**config.mk**
```make
export PLATFORM = sky130hd
export DESIGN_NAME = rp_dv_pack
export DESIGN_NICKNAME = d
export VERILOG_FILES = /design/src/rtl/rp_dv_pkg.sv /design/src/rtl/rp_dv_fifo2.sv /design/src/rtl/rp_dv_pack.sv
export SDC_FILE = /design/constraint.sdc
export NUM_CORES = 1
export LEC_CHECK = 0
export BUFFER_PORTS_ARGS = -buffer_cell sky130_fd_sc_hd__buf_4
export CAP_MARGIN = 25
export CORE_MARGIN = 4
export CORE_UTILIZATION = 50
export DETAILED_ROUTE_END_ITERATION = 10
export PLACE_DENSITY = 0.71
export SETUP_SLACK_MARGIN = 0.4
export SYNTH_ARGS = -nofsm -noshare
export SYNTH_HDL_FRONTEND = slang
export SYNTH_SLANG_ARGS = --single-unit
```
**constraint.sdc**
```tcl
create_clock -name adc_clk_i -period 5.3 [get_ports adc_clk_i]
set_input_delay 0.53 -clock adc_clk_i [delete_from_list [all_inputs] [get_ports adc_clk_i]]
set_output_delay 0.53 -clock adc_clk_i [all_outputs]
set_load 0.01 [all_outputs]
```
**src/rtl/rp_dv_pkg.sv**
```systemverilog
// rp_dv_pkg: shared FSM type and buffer depth for the ADC data-valid packer
package rp_dv_pkg;
  typedef enum logic {PK_EMPTY, PK_HALF} pk_state_t;
  localparam int PK_FIFO_D = 2;
endpackage

```
**src/rtl/rp_dv_fifo2.sv**
```systemverilog
// rp_dv_fifo2: two-entry register FIFO, head word always presented on head
module rp_dv_fifo2 import rp_dv_pkg::*; #(
  parameter int W = 8
) (
  input  logic         adc_clk_i,
  input  logic         adc_rstn_i,
  input  logic         push,
  input  logic [W-1:0] din,
  input  logic         pop,
  output logic         full,
  output logic         empty,
  output logic [W-1:0] head
);
  logic [W-1:0] d0, d1;
  logic [1:0] cnt, lvl;
  logic do_pop, do_push;
  assign full  = cnt == 2'(PK_FIFO_D);
  assign empty = cnt == 2'd0;
  assign head  = d0;
  // a pop frees a slot in the same cycle, so a push into a full buffer still lands
  always_comb begin
    do_pop  = pop & ~empty;
    do_push = push & (~full | do_pop);
    lvl     = cnt - {1'b0, do_pop};
  end
  always_ff @(posedge adc_clk_i) begin
    if (!adc_rstn_i) begin
      cnt <= 2'd0;
      d0  <= '0;
      d1  <= '0;
    end else begin
      cnt <= lvl + {1'b0, do_push};
      d0  <= (do_push && lvl == 2'd0) ? din : do_pop ? d1 : d0;
      d1  <= (do_push && lvl == 2'd1) ? din : d1;
    end
  end
endmodule

```
**src/rtl/rp_dv_pack.sv**
```systemverilog
// rp_dv_pack: packs ADC sample pairs into 2*DW words with gap/overflow flags; RP_DV_PACK_CNT_EN adds sample/drop counters
module rp_dv_pack import rp_dv_pkg::*; #(
  parameter int DW    = 14,
  parameter int GAP_W = 8
) (
  input  logic            adc_clk_i,
  input  logic            adc_rstn_i,
  input  logic [DW-1:0]   adc_dat_i,
  input  logic            adc_dv_i,
  input  logic            flush_i,
  input  logic [GAP_W-1:0] gap_max_i,
  input  logic            sts_clr_i,
  output logic [2*DW-1:0] pk_dat_o,
  output logic            pk_half_o,
  output logic            pk_valid_o,
  input  logic            pk_ready_i,
  output logic            ovf_o,
  output logic            gap_err_o
`ifdef RP_DV_PACK_CNT_EN
  ,
  output logic [31:0]     cnt_smp_o,
  output logic [15:0]     cnt_drop_o
`endif
);
  pk_state_t st, st_nxt;
  logic [DW-1:0] low;
  logic [2*DW:0] push_word;
  logic [GAP_W-1:0] gap_cnt;
  logic push, full, empty, pop, drop, armed, gap_evt;
  always_comb begin
    push      = (st == PK_HALF) ? (adc_dv_i | flush_i) : (adc_dv_i & flush_i);
    push_word = (st == PK_HALF) ? {~adc_dv_i, adc_dv_i ? adc_dat_i : DW'(0), low}
                                : {1'b1, DW'(0), adc_dat_i};
    st_nxt    = (st == PK_EMPTY && adc_dv_i && !flush_i) ? PK_HALF : push ? PK_EMPTY : st;
  end
  assign pop        = pk_valid_o & pk_ready_i;
  assign pk_valid_o = ~empty;
  assign drop       = push & full & ~pop;
  assign gap_evt    = adc_dv_i & armed & (|gap_max_i) & (gap_cnt > gap_max_i);
  rp_dv_fifo2 #(.W(2*DW+1)) u_fifo (
    .adc_clk_i (adc_clk_i),
    .adc_rstn_i(adc_rstn_i),
    .push      (push),
    .din       (push_word),
    .pop       (pop),
    .full      (full),
    .empty     (empty),
    .head      ({pk_half_o, pk_dat_o})
  );
  always_ff @(posedge adc_clk_i) begin
    if (!adc_rstn_i) begin
      st        <= PK_EMPTY;
      low       <= '0;
      gap_cnt   <= '0;
      armed     <= 1'b0;
      ovf_o     <= 1'b0;
      gap_err_o <= 1'b0;
    end else begin
      st        <= st_nxt;
      low       <= (st == PK_EMPTY && adc_dv_i) ? adc_dat_i : low;
      gap_cnt   <= adc_dv_i ? '0 : (&gap_cnt) ? gap_cnt : gap_cnt + 1'b1;
      armed     <= armed | adc_dv_i;
      ovf_o     <= drop | (ovf_o & ~sts_clr_i);
      gap_err_o <= gap_evt | (gap_err_o & ~sts_clr_i);
    end
  end
`ifdef RP_DV_PACK_CNT_EN
  always_ff @(posedge adc_clk_i) begin
    if (!adc_rstn_i || sts_clr_i) begin
      cnt_smp_o  <= '0;
      cnt_drop_o <= '0;
    end else begin
      cnt_smp_o  <= (adc_dv_i && !(&cnt_smp_o)) ? cnt_smp_o + 32'd1 : cnt_smp_o;
      cnt_drop_o <= (drop && !(&cnt_drop_o)) ? cnt_drop_o + 16'd1 : cnt_drop_o;
    end
  end
`endif
endmodule

```
==> results.toml <==
[status]
status = "finished clean"

[global_route]
grt_max_degree = 97
grt_pass1_wl_um = 14700
groute.usage.overall_pct = 18.3
antenna_found_initial = 0
grt_pass1_vias = 3045
grt_remaining_overflow = 0

[yosys]
ys_seq_area_share_pct = 41.9
synthSimpleGateAreaFrac_pct = 20.9
syn-num-nets = 480
synth_cell_types = 42
synth_mux_area_share_pct = 12.0
syn-cell-area_um2 = 4110
avgSynthCellArea_um2 = 9.32
synthArstFlopShare_pct = 0
synth_top_family_by_area = "simple AND/OR/NAND/NOR gates"
synth_cells = 441
ys.flop_type = "dfxtp_1"
synth_fa_ha_area_share_pct = 3.62
synth-compound-area-share_pct = 13.9
synth_xor_area_share_pct = 1.28
synth_edf_count = 0
ys_warn_count = 0
synth_seq_cells = 86

[timing]
max_freq_mhz = 390
period_minus_slack_ps = 2560
setup_violations = 0
fin_setup_tns_ps = 0
grt_setup_unrepaired = "no"
setup_ws_ps = 2740
tightestPinTransition_ps = 1070
clock_skew_ps = 7.51
timing.final.crit_share_pct = 48.3
final_hold_viol_count = 0
drv_slew = 0
slew_headroom_pct = 28.8

[clock_tree]
post_cts_buffers = 0
clk_latency_ps = 350
clockBufferDepth = 2
ctsHoldBuffers = 0
root_buffer = "clkbuf_8"
cts_tree = "yes"
cts_htree_levels = 3
ctsResizeCount = 0
path_clk_slew_ps = 80
cts.sinks = 86
cts_buffers = 9

[worst_setup_path]
rrSetupSlack_ps = 2740
cp-end-kind = "flip-flop"
r2r-start = "u_fifo.cnt[0]"
crit_type = "flip-flop to flip-flop"
critPathMaxStageDelay_ps = 420
reg2reg_to = "u_fifo.d1[4]"
critPathLaunchType = "flip-flop"
crit_chain = "o21ai_2 -> buf_4 -> inv_1 -> ha_1 -> xnor2_1 -> nand4_4 -> buf_4 -> nand3_1 -> o21ai_0"
slowest_stage = "xnor2_1"
r2r_cells = 9
cp.arrival_ps = 2760
crit_top_cell = "buf_4"
cp.required_ps = 5500
crit_start = "u_fifo.cnt[0]"
cp_max_fo = 58

[detailed_routing]
wl_met3_um = 406
route.detailed.wl_per_inst_um = 14.7
drtPass1Iterations = 5
wirelength_met1_um = 3990
vias = 3169
drc = 0
drt_iter0_markers = 114
vias_per_cell = 5.39
wl_met2_um = 4120
maxUsedRoutingLayer = "met4"
drtAntennaViolNets = 0
routed_wl_um = 8640

[floorplan]
initial_utilization_pct = 52.4
die_x_um = 98.7
core_um2 = 7850
die_area_um2 = 9740
fp-row-count = 32
die_y_um = 98.7
ioPinCount = 60

[hold_path]
hp-class = "input port to flip-flop"
min_to = "st"
hold_depth = 2
hp-start = "flush_i"

[power]
p_per_area_nw_per_um2 = 353
irDropWorstVdd_uv = 217
p_leak_uw = 0.00187

[place]
dp_hpwl_um = 5740
portBuffers = 59
dp_slack_ps = 2500
place_area_um2 = 4500
gp_congestion = 0.860

[finish]
nets = 520
finalInstanceArea_um2 = 4700
n_antenna_cell = 0
final_core_util_pct = 59.9
drive_gt1_share_pct = 34.4
syn_to_final_growth_pct = 14.4

[job]
cap_violations = 0
[placed cells by master, fill, tap and decap left out, drive strengths merged, types with 2 or more instances in the layout]
master / netlist / final
dfxtp: 86 / 86
buf: 24 / 62
nand2: 61 / 61
nand3: 61 / 61
o21ai: 60 / 60
mux2: 43 / 43
a21boi: 14 / 14
inv: 13 / 13
clkbuf: 9 / 12
ha: 11 / 11
nor2: 10 / 10
a21oi: 6 / 6
nand4: 6 / 6
and2: 4 / 4
xnor2: 4 / 4
nor2b: 3 / 3
clkinv: 0 / 3
or2: 2 / 2
nand2b: 2 / 2
nor3: 2 / 2
and3: 2 / 2
xor2: 2 / 2
nor4: 2 / 2
nor3b: 2 / 2
[per-stage QoR]
stage | cells | total power, uW | hold WS [ps]
floorplan | 441 | 1110 | 428
global placement | 572 | 1200 | 442
detailed placement | 572 | 1220 | 446
CTS | 588 | 1680 | 343
global route | 588 | 1760 | 338
finish | 588 | 1660 | 348
[worst max-delay path: cells and delay by family (launching register included)]
kind / cells / cell delay [ps]
fa+ha+maj: 1 / 200
buf+inv: 3 / 860
simple gates: 2 / 310
compound gates: 2 / 220
xor+xnor: 1 / 420
flops: 1 / 340
[Yosys cell counts, types with 2 or more instances]
cell type | instances | area share [%]
o21ai_1 | 6 | 0.73
mux2_2 | 43 | 12
nand2_1 | 61 | 5.6
nand3_2 | 20 | 4.9
dfxtp_1 | 86 | 42
inv_1 | 13 | 1.2
nor3_1 | 2 | 0.24
a21boi_0 | 14 | 2.6
or2_2 | 2 | 0.30
buf_12 | 2 | 0.97
o21ai_0 | 34 | 4.1
o21ai_2 | 20 | 4.3
nor2b_1 | 3 | 0.46
nor3b_1 | 2 | 0.37
buf_6 | 4 | 1.1
nand2b_1 | 2 | 0.30
ha_1 | 11 | 3.3
nand4_1 | 4 | 0.61
nor2_1 | 10 | 0.91
a21oi_1 | 6 | 0.73
nand4_2 | 2 | 0.61
clkbuf_2 | 3 | 0.37
nor4_1 | 2 | 0.30
clkbuf_1 | 6 | 0.55
and2_1 | 4 | 0.61
nand3_1 | 41 | 5.0
buf_2 | 18 | 2.2
xnor2_1 | 4 | 0.85
xor2_1 | 2 | 0.43
and3_1 | 2 | 0.30
[power by group]
part | internal, uW | total [uW] | switching, uW
combinational | 180 | 454 | 274
clock | 242 | 465 | 224
sequential | 704 | 742 | 38.5
total | 1130 | 1660 | 536
[kinds of logic after synthesis]
logic type,Yosys count
muxes,44
AOI/OAI and AO/OA,88
xor gates and xnor gates,6
adders and majority gates,12
and+or+nand+nor,159
buffers and inverters,46
DFF,86
[state kept, by name, indices dropped and copies added (netlist names)]
signal / cells
u_fifo.d1: 29
u_fifo.cnt: 2
u_fifo.head: 29
armed: 1
st: 1
gap_err_o: 1
gap_cnt: 8
low: 14
ovf_o: 1
[metal layers]
layer | global-route usage [%] | up-vias
li1 | - | 1619
met1 | 23.4 | 1478
met2 | 30.4 | 62
met3 | 4.10 | 10
met4 | 6.62 | 0
met5 | 0 | -
[area by class of cell]
type	instances	area, um^2
fillers	710	3140
multi-input cells	309	2140
flip-flops and latches	86	1720
repair buffers	62	465
clock buffers	12	155
well taps	102	128
inverters	13	48.8
clock inverters	4	45.0
[worst max-delay path by stage]
| stage | to | cells past startpoint |
|---|---|---|
| floorplan | u_fifo.head[19] | 10 |
| global route | u_fifo.d1[3] | 9 |
| global placement | u_fifo.d1[28] | 9 |
| finish | u_fifo.d1[4] | 9 |
| detailed placement | u_fifo.d1[5] | 9 |
| CTS | u_fifo.d1[1] | 9 |
(Power assumes the default switching activity.)
